<file path="config.mk">
export PLATFORM = sky130hd
export DESIGN_NAME = serial_frame_aligner
export DESIGN_NICKNAME = d
export VERILOG_FILES = /design/src/rtl/dsd_pkg.sv /design/src/rtl/dsd_out_reg.sv /design/src/rtl/serial_frame_aligner.sv
export SDC_FILE = /design/constraint.sdc
export NUM_CORES = 1
export LEC_CHECK = 0
export ABC_CLOCK_PERIOD_IN_PS = 1000
export CAP_MARGIN = 10
export CORE_MARGIN = 2
export CORE_UTILIZATION = 51
export CTS_BUF_LIST = sky130_fd_sc_hd__clkbuf_2
export DETAILED_ROUTE_END_ITERATION = 6
export GPL_TIMING_DRIVEN = 0
export PLACE_DENSITY = 0.75
export SYNTH_ARGS = -nofsm -noshare
export SYNTH_HDL_FRONTEND = slang
export SYNTH_SLANG_ARGS = --single-unit
export TNS_END_PERCENT = 1
</file>
<file path="constraint.sdc">
create_clock -name clk -period 1 [get_ports clk]
set_clock_uncertainty 0.1 [all_clocks]
set_input_delay 0.25 -clock clk [delete_from_list [all_inputs] [get_ports clk]]
set_output_delay 0.25 -clock clk [all_outputs]
set_load 0.05 [all_outputs]
</file>
<file path="src/rtl/dsd_pkg.sv">
// Shared definitions for the digital signal decoder front end: aligner states,
// default word width and sync pattern, and a counter-width helper.
package dsd_pkg;

  typedef enum logic {
    HUNT = 1'b0,
    LOCK = 1'b1
  } dsd_state_t;

  localparam int DSD_DATA_W = 8;
  localparam logic [DSD_DATA_W-1:0] DSD_SYNC_WORD = 8'hA5;

  // Width of a counter that must hold 0..n-1, never narrower than one bit.
  function automatic int cnt_width(input int n);
    return (n > 1) ? $clog2(n) : 1;
  endfunction

endpackage

</file>
<file path="src/rtl/dsd_out_reg.sv">
// One-entry valid/ready output register. A completed word is loaded when the
// slot is empty or is being emptied in the same cycle; otherwise the word is
// dropped and overflow pulses for one cycle.
module dsd_out_reg
  import dsd_pkg::*;
#(
  parameter int DATA_W = DSD_DATA_W
) (
  input  logic              clk,
  input  logic              rst_n,
  input  logic              load,
  input  logic [DATA_W-1:0] load_data,
  input  logic              load_first,
  input  logic              data_ready,
  output logic [DATA_W-1:0] data_out,
  output logic              data_valid,
  output logic              first_word,
  output logic              overflow
);

  logic accept;
  logic can_load;
  logic do_load;

  assign accept   = data_valid && data_ready;
  assign can_load = !data_valid || data_ready;
  assign do_load  = load && can_load;

  // Load, hold or drain the single entry; flag words that find it occupied.
  always_ff @(posedge clk or negedge rst_n) begin
    if (!rst_n) begin
      data_out   <= '0;
      data_valid <= 1'b0;
      first_word <= 1'b0;
      overflow   <= 1'b0;
    end else begin
      overflow <= load && !can_load;
      if (do_load) begin
        data_out   <= load_data;
        first_word <= load_first;
        data_valid <= 1'b1;
      end else if (accept) begin
        data_valid <= 1'b0;
      end
    end
  end

endmodule

</file>
<file path="src/rtl/serial_frame_aligner.sv">
// Serial frame aligner: deserialises an MSB-first qualified bit stream, hunts
// for the sync word and slices the following FRAME_LEN words into the output
// register for the decoder.
module serial_frame_aligner
  import dsd_pkg::*;
#(
  parameter int                DATA_W    = DSD_DATA_W,
  parameter logic [DATA_W-1:0] SYNC_WORD = DSD_SYNC_WORD,
  parameter int                FRAME_LEN = 4
) (
  input  logic              clk,
  input  logic              rst_n,
  input  logic              serial_in,
  input  logic              serial_valid,
  output logic [DATA_W-1:0] encoded_data_out,
  output logic              data_valid,
  input  logic              data_ready,
  output logic              first_word,
  output logic              locked,
  output logic              overflow
);

  localparam int BC_W = $clog2(DATA_W);
  localparam int WC_W = cnt_width(FRAME_LEN);
  localparam int FC_W = $clog2(DATA_W + 1);

  localparam logic [BC_W-1:0] BIT_LAST  = BC_W'(DATA_W - 1);
  localparam logic [WC_W-1:0] WORD_LAST = WC_W'(FRAME_LEN - 1);
  localparam logic [FC_W-1:0] FILL_MAX  = FC_W'(DATA_W);
  localparam logic [FC_W-1:0] FILL_CMP  = FC_W'(DATA_W - 1);

  logic [1:0]        rst_pipe;
  logic              rst_sync_n;
  dsd_state_t        state;
  // Only the low DATA_W-1 bits of the shift register are ever observed: the
  // full DATA_W-bit view is always {shreg, serial_in}, so the bit that would
  // fall off the top is not stored.
  logic [DATA_W-2:0] shreg;
  logic [DATA_W-1:0] next_word;
  logic [FC_W-1:0]   fill_cnt;
  logic [BC_W-1:0]   bit_cnt;
  logic [WC_W-1:0]   word_cnt;
  logic              word_done;
  logic              word_first;

  assign rst_sync_n = rst_pipe[1];
  assign next_word  = {shreg, serial_in};
  assign word_done  = (state == LOCK) && serial_valid && (bit_cnt == BIT_LAST);
  assign word_first = (word_cnt == '0);

  // Reset synchroniser: asserts immediately, releases two edges after rst_n.
  always_ff @(posedge clk or negedge rst_n) begin
    if (!rst_n) begin
      rst_pipe <= 2'b00;
    end else begin
      rst_pipe <= {rst_pipe[0], 1'b1};
    end
  end

  // Sync hunt, bit/word counting and lock tracking, advancing on qualified bits only.
  always_ff @(posedge clk or negedge rst_sync_n) begin
    if (!rst_sync_n) begin
      state    <= HUNT;
      shreg    <= '0;
      fill_cnt <= '0;
      bit_cnt  <= '0;
      word_cnt <= '0;
      locked   <= 1'b0;
    end else if (serial_valid) begin
      shreg <= next_word[DATA_W-2:0];
      case (state)
        HUNT: begin
          if (fill_cnt != FILL_MAX) begin
            fill_cnt <= fill_cnt + 1'b1;
          end
          if ((fill_cnt >= FILL_CMP) && (next_word == SYNC_WORD)) begin
            state    <= LOCK;
            locked   <= 1'b1;
            bit_cnt  <= '0;
            word_cnt <= '0;
          end
        end
        LOCK: begin
          if (bit_cnt == BIT_LAST) begin
            bit_cnt <= '0;
            if (word_cnt == WORD_LAST) begin
              state    <= HUNT;
              locked   <= 1'b0;
              fill_cnt <= '0;
              word_cnt <= '0;
            end else begin
              word_cnt <= word_cnt + 1'b1;
            end
          end else begin
            bit_cnt <= bit_cnt + 1'b1;
          end
        end
        default: begin
          state <= HUNT;
        end
      endcase
    end
  end

  dsd_out_reg #(
    .DATA_W(DATA_W)
  ) u_out_reg (
    .clk        (clk),
    .rst_n      (rst_sync_n),
    .load       (word_done),
    .load_data  (next_word),
    .load_first (word_first),
    .data_ready (data_ready),
    .data_out   (encoded_data_out),
    .data_valid (data_valid),
    .first_word (first_word),
    .overflow   (overflow)
  );

endmodule

</file>
After elaboration in Yosys (flattened, before gate mapping)
Index checks and enable logic that the tools add are counted.
- output and inout port bits: 12
- register bits: 31
- input bits: 5
- word-level logic and storage cells: 60
- equal/unequal tests: 8
- $lt $le $gt $ge: 1
- reductions and logical operators: 15
- mux-type cells: 21
- $add $sub $neg: 3
- bitwise operators: 1
- operators with widths (cell ; number):
    $mux 4 ; 3
    $eq 8x8->1 const B ; 1
    $mux 1 ; 8
    $pmux 4 s2 ; 1
    $reduce_and 4->1 ; 2
    $logic_and 1x1->1 ; 6
    $mux 2 ; 3
    $mux 3 ; 2
    $pmux 3 s2 ; 1
    $add 4x1->4 const B ; 1
    $ge 4x3->1 const B ; 1
    $ne 2x1->1 const B ; 2
    $ne 2x2->1 const B ; 2
    $ne 4x4->1 const B ; 1
    $pmux 1 s2 ; 2
    $pmux 2 s2 ; 1
    $add 3x1->3 const B ; 1
    $eq 3x3->1 const B ; 1
    $reduce_and 3->1 ; 1
    $add 2x1->2 const B ; 1
    $eq 2x2->1 const B ; 1
    $logic_not 1->1 ; 2
    $logic_not 2->1 ; 1
    $reduce_and 2->1 ; 1
    other kinds (3) ; 3

Longest topological paths before layout
Gate-level depths: netlist of run 1.
- word-level depth: 4
- mapped depth: 6
- mapped depth without buffers: 5

Cells and area by module
Synthesis of run 1 repeated with hierarchy kept, for this count alone.
- cells, all modules: 110
- area total of the unflattened synthesis: 1416.4 um2
- modules (own cells, without submodules) (module ; times used ; sequential area each (um2) ; cells each ; area an instance (um2)):
    serial_frame_aligner ; 1 ; 500.5 ; 85 ; 1003.5
    dsd_out_reg ; 1 ; 275.3 ; 25 ; 412.9

Least setup slack after synthesis of run 1
Ideal clock, no wire load.
- path type: flip-flop to flip-flop
- start point: register bit_cnt[0]
- end point: register u_out_reg.data_out[0]
- required time: 0.775 ns
- arrival time: 1.459 ns
- setup time: 0.125 ns
- slack: -0.683 ns
- stages on the path, launching flop included: 7
- period minus slack after synthesis: 1.683 ns
- path buffers: 1
- cell sequence: dfrtp_1 -> ha_1 -> ha_1 -> nand3_1 -> nor2b_1 -> buf_4 -> mux2_2
- cells in the longest elaborated chain, start to end: 3
- RTL lines (element ; RTL line ; text):
    from (decl) ; serial_frame_aligner.sv:41 ; logic [BC_W-1:0] bit_cnt;
    from (signal assigned) ; serial_frame_aligner.sv:95 ; bit_cnt <= bit_cnt + 1'b1;
    $eq 3x3->1 ; serial_frame_aligner.sv:48 ; assign word_done = (state == LOCK) && serial_valid && (bit_cnt == BIT_LAST);
    $logic_and 1x1->1 ; serial_frame_aligner.sv:48 ;
    $logic_and 1x1->1 ; dsd_out_reg.sv:27 ; assign do_load = load && can_load;
    to (signal assigned) ; dsd_out_reg.sv:39 ; data_out <= load_data;
    to (decl) ; dsd_out_reg.sv:15 ; output logic [DATA_W-1:0] data_out,
No other way between the ends.
A chain may end at the register's enable or synchronous reset.

Worst setup path in the final report of run 1
- start point: register bit_cnt[1]
- end point: register fill_cnt[3]
- cells in the longest elaborated chain, start to end: 3
- RTL lines (element ; RTL line ; text):
    $eq 3x3->1 ; serial_frame_aligner.sv:84 ; if (bit_cnt == BIT_LAST) begin
    $ne 2x1->1 (no line) ; - ;
    $reduce_and 4->1 (no line) ; - ;
    to (signal assigned) ; serial_frame_aligner.sv:74 ; fill_cnt <= fill_cnt + 1'b1;
    to (decl) ; serial_frame_aligner.sv:40 ; logic [FC_W-1:0] fill_cnt;
No other way between the ends.

==> summary.log, run 1 <==
qor: run_status.run_status finished with violations
qor: run_status.failed_checks setup timing
qor: critical_path.worst_r2r_endpoint fill_cnt[3]
qor: timing.share_of_the_cycle_needed_by_the_critical_path_after_routing 167.3%
qor: timing.min_setup_slack_post_route -0.6729 ns
qor: floorplan.floorplan.initialDensity 52.72%
qor: pwr.worst_ir_drop_vdd 2111 uV
qor: yosys.synth_top_cells_by_count 31 x dfrtp_1, 16 x mux2_2, 8 x inv_1, 8 x nand2_1, 6 x ha_1
qor: critical_path.timing.critical_path.required 1.21 ns
qor: yosys.synth-edff-count 0
qor: critical_path.crit_path_cell_trace ha_2, ha_4, a21boi_2, or4_1, a21oi_2
qor: place.place_area 0.001635 mm^2
qor: global_routing.grtUsageTotal 20.43%
qor: pwr.cellLeakagePower 0.8801 nW
qor: critical_path.worstRegToRegCells 5
qor: pwr.swShare 40.49%
qor: cells_and_area.antenna_cells 0
qor: critical_path.ff2ff_setup_slack -0.67 ns
qor: critical_path.critical_path_buf_inv_count 0
qor: cells_and_area.design.final.nets 157
qor: hold_path.min-delay-path-class flip-flop to async pin
qor: floorplan.die-area 0.003215 mm^2
qor: place.detailed_place_hpwl 1708 um
qor: pwr.share_comb_of_total_power 47.9%
qor: yosys.synth.ff_latch_count 31
qor: global_routing.pin_count_of_the_biggest_net_entering_global_routing 30
qor: yosys.async_flop_share 100.0%
qor: yosys.synth_compound_gate_area_share 8.746%
qor: cells_and_area.multi_input_area 708.2 um^2
qor: clock_tree.tritoncts done
qor: yosys.synth_most_common_cell dfrtp_1
qor: global_routing.vias_in_the_first_global_route 1,052
qor: yosys.syn_inst 115
qor: yosys.post-synth-top-area-cell dfrtp_1
qor: route.final_antenna_net_count 0
qor: timing.timing_worst_slew_pin_value 0.6191 ns
qor: critical_path.worst-endpoint-arrival 1.88 ns
qor: clock_tree.ctsRootBufferMaster clkbuf_2
qor: cells_and_area.register_area 777.0 um^2
qor: yosys.simple_gate_area_share_of_the_yosys_netlist 13.78%
qor: critical_path.worst_reg2reg_path_startpoint bit_cnt[1]
qor: floorplan.chipHeight 56.70 um
qor: timing.post-route-min-period 1.673 ns
qor: yosys.synth_seq_area_share 54.77%
qor: job.drv.max_cap_violation_count 0
qor: route.vias 998
qor: place.gp_congestion 0.8665
qor: critical_path.crit_fanout 7
qor: critical_path.crit_path_start_kind flip-flop
qor: floorplan.io-pin-count 17
qor: critical_path.timing.setup.critical_path_class flip-flop to flip-flop
qor: clock_tree.worstSkewPairLatency 0.38 ns
qor: route.detail_route.iter0.violations 44
qor: clock_tree.cts_max_level 2
qor: floorplan.fp.coreArea 0.002686 mm^2
qor: cells_and_area.final_area 0.001896 mm^2
qor: route.routedWlPerCell 16.26 um
qor: timing.max_slew_margin 58.73%
qor: critical_path.cp_slowest_stage_delay 0.50 ns
qor: yosys.yosys.area_share.xor_xnor 0%
qor: place.dp_worst_setup_slack -0.8697 ns
qor: global_routing.grt_first_pass_wirelength 4885 um
qor: pwr.power.internal 0.003412 W
qor: yosys.synth-adder-area-share 5.300%
qor: pwr.powerDensity 3025 mW/mm^2
qor: yosys.post_synth_num_cell_types 31
qor: floorplan.placement_rows 19
qor: cells_and_area.post_route_cells_drive_above_1_share 44.22%
qor: yosys.synth_area_leaders dfrtp_1 55%, mux2_2 13%, ha_1 5.3%
qor: clock_tree.clk_path_buf_depth 2
qor: yosys.syn_avg_cell_area 12.32 um^2
qor: yosys.synth_area 0.001416 mm^2
qor: route.first_pass_iters 4
qor: critical_path.cp-end-kind flip-flop
qor: critical_path.worst_path_dominant_cell_family simple AND/OR/NAND/NOR gates
qor: timing.timing_max_transition_violations_final 0
qor: clock_tree.cts-buffers-inserted 5
qor: timing.hold_violations 0
qor: yosys.synth_top_family_by_area simple AND/OR/NAND/NOR gates
qor: timing.rsz0062_at_grt true
qor: pwr.clockPowerShare 15.2%
qor: clock_tree.numClockSinks 31
qor: global_routing.grt_antenna_before_repair 0
qor: yosys.synth-main-ff-cell dfrtp_1
qor: cells_and_area.filler_cell_count 185
qor: timing.final-setup-viol-count 34
qor: pwr.power.share.sequential 36.9%
qor: place.buffer_ports.inserted 16
qor: route.drc_violation_count_after_routing 0
qor: yosys.syn-num-nets 126
qor: clock_tree.clk_pin_slew_worst_paths 0.17 ns
qor: yosys.synth.area.mux_share 13.43%
qor: yosys.synthesis.yosys.warnings 0
qor: yosys.synth_top_cell_area_share 54.77%
qor: route.post_detailed_routing_wire_length 2895 um
qor: timing.achievable-frequency 597.8 MHz
qor: floorplan.die_w 56.70 um
qor: critical_path.worst_path_max_delay_cell or4_1
qor: route.vias_per_cell 5.607
qor: pwr.power_switching 0.002322 W
qor: cells_and_area.layout.core_utilization 70.56%
qor: global_routing.grt_remaining_overflow 0
qor: cells_and_area.areaGrowthSynthToFinish 33.83%
[layout make-up]
| cell class | instances | area share [%] |
|---|---|---|
| tap | 31 | 2.046 |
| inverter | 8 | 1.584 |
| sequential | 31 | 40.99 |
| clock inverter | 3 | 2.046 |
| buffer | 4 | 1.848 |
| timing repair buffer | 24 | 12.81 |
| clock buffer | 5 | 1.320 |
| multi-input combinational | 72 | 37.36 |
[timing repair]
item / CTS / global route
endpoints found under the setup margin: 70 / 34
hold buffers: 1 / 0
hold endpoints to repair: 2 / 0
pin swaps: 5 / 3
gates resized for setup: 75 / 43
gates cloned: 1 / 0
buffers inserted: 2 / 4
[through the flow]
stage                     TNS, ns  instances  hold slack, ns  power [W]
after detailed placement   -36.90        162          0.2347   0.004377
final                      -16.04        178          0.1850   0.005733
after global routing       -18.45        178          0.2575   0.006060
after global placement     -35.33        162          0.2374   0.004292
after floorplan            -11.32        115         -0.1456   0.003707
after CTS                  -17.68        174          0.2143   0.005482
[layer usage]
layer | share of wire (%) | track usage (%)
met1 | 46 | 26.52
met2 | 49 | 31.06
met3 | 3.3 | 5.530
met4 | 1.9 | 10.88
met5 | 0 | 0
[flip-flops by register name (all words and copies together), names as in the netlist]
signal                flops
u_out_reg.data_out        8
shreg                     7
fill_cnt                  4
bit_cnt                   3
rst_pipe                  2
word_cnt                  2
locked                    1
state                     1
u_out_reg.data_valid      1
u_out_reg.first_word      1
u_out_reg.overflow        1
[layout by cell type (no fill, tap or decap), types with 2 or more instances in the layout]
cell type	n
a21oi_2	4
and2b_1	2
buf_4	7
buf_6	13
clkbuf_2	5
clkdlybuf4s15_2	3
clkdlybuf4s50_1	3
dfrtp_1	30
ha_1	4
inv_1	8
mux2_2	7
mux2_4	9
nand2_1	8
nand3_1	3
o21ai_0	2
o21ai_1	2
o221ai_1	4
[how the worst max path moves through the flow]
stage / start / endpoint / slack (ns) / cells after the start
finish: bit_cnt[1] / fill_cnt[3] / -0.67 / 5
global route: bit_cnt[0] / fill_cnt[2] / -0.75 / 5
CTS: bit_cnt[1] / fill_cnt[2] / -0.68 / 5
detailed placement: serial_valid / shreg[3] / -0.87 / 4
global placement: serial_valid / shreg[5] / -0.86 / 4
floorplan: bit_cnt[0] / u_out_reg.data_out[0] / -0.60 / 6
[power groups by stage]
stage                     clock [W]  sequential [W]  combinational [W]
after CTS                  0.000879         0.00208            0.00252
final                      0.000871         0.00211            0.00275
after global placement            0         0.00206            0.00223
after global routing       0.000937         0.00219            0.00293
after floorplan                   0         0.00266            0.00104
after detailed placement          0         0.00209            0.00229
[kinds of logic after synthesis]
group	count (synthesis)
AO/OA/AOI/OAI	18
adder cells (fa/ha/maj)	6
buffers and inverters	12
flip-flops	31
multiplexers	17
other	1
AND/OR/NAND/NOR	30
(Power assumes the default switching activity.)
==> inputs of run 2 (changes only) <==
Settings changed: CELL_PAD_IN_SITES_DETAIL_PLACEMENT set to 0, CELL_PAD_IN_SITES_GLOBAL_PLACEMENT set to 1, CORE_UTILIZATION 51 to 41, CTS_CLUSTER_SIZE set to 20, PLACE_DENSITY 0.75 to 0.74.
==> run 2 against run 1 <==
Against the previous run: critical path depth is 1 higher; clock power grew 31%; non-clock buffer count shrank 1; the run still ends with setup timing left; clock-buffer cell count is 1 higher; first-iteration DRC count increased by 6.8%; register-to-register slack barely moved; setup slack better by 0.0051 ns; fmax rose by 0.31%; sequential power hardly changed; utilization decreased by 12 points; design area grew 3.2%; wire length fell by 1.1%.
==> summary.log, run 2 (synthesis results as in run 1) <==
qor: floorplan.die-area 0.003941 mm^2 [+23%]
qor: floorplan.chipHeight 62.78 um [+11%]
qor: place.place_area 0.001654 mm^2 [+1.1%]
qor: timing.final-setup-viol-count 36 [+5.9%]
qor: cells_and_area.final_cell_mix 30 x dfrtp_1, 14 x buf_6, 9 x mux2_4, 8 x inv_1, 8 x nand2_1
qor: run_status.failed_checks setup timing
qor: pwr.worst_ir_drop_vdd 1714 uV [-19%]
qor: critical_path.worst_reg2reg_path_startpoint bit_cnt[1]
qor: cells_and_area.areaGrowthSynthToFinish 38.07%
qor: clock_tree.clk_path_buf_depth 2 [unchanged]
qor: timing.timing_worst_slew_pin_value 0.6369 ns [+0.01779 ns]
qor: cells_and_area.design.final.nets 156 [-0.64%]
qor: cells_and_area.top_reg_by_flops u_out_reg.data_out
qor: clock_tree.cts_max_level 2 [unchanged]
qor: route.post_detailed_routing_wire_length 2863 um [-1.1%]
qor: floorplan.io-pin-count 17 [unchanged]
qor: floorplan.fp.coreArea 0.003337 mm^2 [+24%]
qor: cells_and_area.largest_register_ff_count 8 [unchanged]
qor: global_routing.vias_in_the_first_global_route 1,030 [-2.1%]
qor: critical_path.worstRegToRegCells 6 [+1]
qor: floorplan.floorplan.initialDensity 42.44% [-10 points]
qor: clock_tree.tritoncts done
qor: clock_tree.clk_pin_slew_worst_paths 0.17 ns [about the same]
qor: pwr.powerDensity 3104 mW/mm^2 [+2.6%]
qor: timing.rsz0062_at_grt true
qor: cells_and_area.largest_registers_ranked_by_flip_flop_count u_out_reg.data_out (8), shreg (7), fill_cnt (4)
qor: cells_and_area.multi_input_area 730.7 um^2 [+3.2%]
qor: job.drv.max_cap_violation_count 0 [unchanged]
qor: timing.max_slew_margin 57.54% [-1.2 points]
qor: critical_path.setup.worst_path.start bit_cnt[1]
qor: timing.hold_violations 0 [unchanged]
qor: global_routing.grt_first_pass_wirelength 4954 um [+1.4%]
qor: clock_tree.cts-buffers-inserted 5 [unchanged]
qor: run_status.run_status finished with violations
qor: cells_and_area.post_route_cells_drive_above_1_share 43.84% [-0.38 points]
qor: critical_path.timing.setup.critical_path_class flip-flop to flip-flop
qor: critical_path.worst-endpoint-arrival 1.85 ns [-0.03 ns]
qor: pwr.cellLeakagePower 0.8980 nW [+2.0%]
qor: route.detail_route.iter0.violations 47 [+6.8%]
qor: cells_and_area.antenna_cells 0 [unchanged]
qor: global_routing.grt_antenna_before_repair 0 [unchanged]
qor: route.first_pass_iters 4 [unchanged]
qor: global_routing.grt_remaining_overflow 0 [unchanged]
qor: place.buffer_ports.inserted 16 [unchanged]
qor: timing.achievable-frequency 599.6 MHz [+0.31%]
qor: timing.timing_max_transition_violations_final 0 [unchanged]
qor: clock_tree.numClockSinks 31 [unchanged]
qor: global_routing.pin_count_of_the_biggest_net_entering_global_routing 30 [unchanged]
qor: floorplan.placement_rows 21 [+2]
qor: place.gp_congestion 0.6802 [-22%]
qor: hold_path.min-delay-path-class flip-flop to async pin
qor: critical_path.cp-end-kind flip-flop
qor: cells_and_area.final_area 0.001956 mm^2 [+3.2%]
qor: route.vias 994 [-0.40%]
qor: clock_tree.ctsRootBufferMaster clkbuf_2
qor: critical_path.timing.critical_path.required 1.18 ns [-0.03 ns]
qor: global_routing.grtUsageTotal 16.37% [-4.1 points]
qor: route.final_antenna_net_count 0 [unchanged]
qor: place.detailed_place_hpwl 1695 um [-0.77%]
qor: floorplan.die_w 62.78 um [+11%]
qor: route.drc_violation_count_after_routing 0 [unchanged]
qor: place.dp_worst_setup_slack -0.8905 ns [-0.02081 ns]
qor: timing.post-route-min-period 1.668 ns [-0.005128 ns]
qor: timing.share_of_the_cycle_needed_by_the_critical_path_after_routing 166.8% [-0.51 points]
qor: critical_path.crit_path_start_kind flip-flop
qor: cells_and_area.layout_commonest_cell dfrtp_1
qor: critical_path.crit_fanout 5 [-2]
qor: route.vias_per_cell 5.177 [-7.7%]
qor: cells_and_area.register_area 777.0 um^2 [unchanged]
qor: timing.min_setup_slack_post_route -0.6677 ns [+0.005128 ns]
qor: clock_tree.worstSkewPairLatency 0.37 ns [about the same]
qor: route.routedWlPerCell 14.91 um [-8.3%]
qor: cells_and_area.filler_cell_count 293 [+58%]
==> run 2: path summary, 6_finish.rpt <==
check                                   endpoint  slack (ns)
setup / recovery           u_out_reg.data_out[3]       -0.67
hold / removal             u_out_reg.data_out[1]        0.20
setup reg to reg           u_out_reg.data_out[3]       -0.67
hold reg to reg            u_out_reg.data_out[1]        0.20
max in group asynchronous  u_out_reg.data_out[5]        0.18
min in group clk              u_out_reg.overflow        0.27
==> run 2: repair_timing <==
action / CTS / global route
hold buffers: 1 / 0
cloned: 1 / 0
endpoints found under the setup margin: 70 / 34
resized for setup: 63 / 62
setup buffers: 4 / 1
pin swaps: 5 / 4
hold endpoints to repair: 2 / 0
==> run 2: metrics by stage <==
| stage | instances | total power, W | hold slack (ns) | utilization (%) | setup TNS, ns |
|---|---|---|---|---|---|
| after detailed placement | 177 | 0.004389 | 0.2371 | 49.57 | -38.03 |
| after global routing | 192 | 0.006452 | 0.2363 | 58.61 | -18.51 |
| after global placement | 177 | 0.004316 | 0.2394 | 49.57 | -37.03 |
| after CTS | 191 | 0.005784 | 0.2345 | 56.99 | -18.15 |
| final | 192 | 0.006071 | 0.2028 | 58.61 | -16.27 |
| after floorplan | 115 | 0.003707 | -0.1456 | - | -11.32 |
==> run 2: worst max-delay path, stage by stage (launching register included) <==
cell	delay [ns]
dfrtp_1	0.43
ha_4	0.16
ha_4	0.17
nand3_4	0.09
nor2b_4	0.16
buf_6	0.15
mux2_4	0.30
==> run 2: metal layers <==
layer	global-route usage (%)	vias up	part of all wire, %
li1	-	473	-
met1	22.08	494	48
met2	24.06	25	46
met3	6.847	2	5.7
met4	5.000	0	0.59
met5	0	-	0
==> run 2: cell type report <==
cell class              instances  area share, %
repair buffers                 23          12.03
plain buffers                   4          1.791
clock buffers                   6          1.536
multi-input cells              72          37.36
inverters                       8          1.536
flip-flops and latches         31          39.73
well taps                      46          2.943
clock inverters                 2          3.071
==> run 2: power by group <==
part	switching, W	internal [W]
registers	0.000439	0.00170
logic	0.00145	0.00135
clock network	0.000452	0.000685
total	0.00234	0.00373
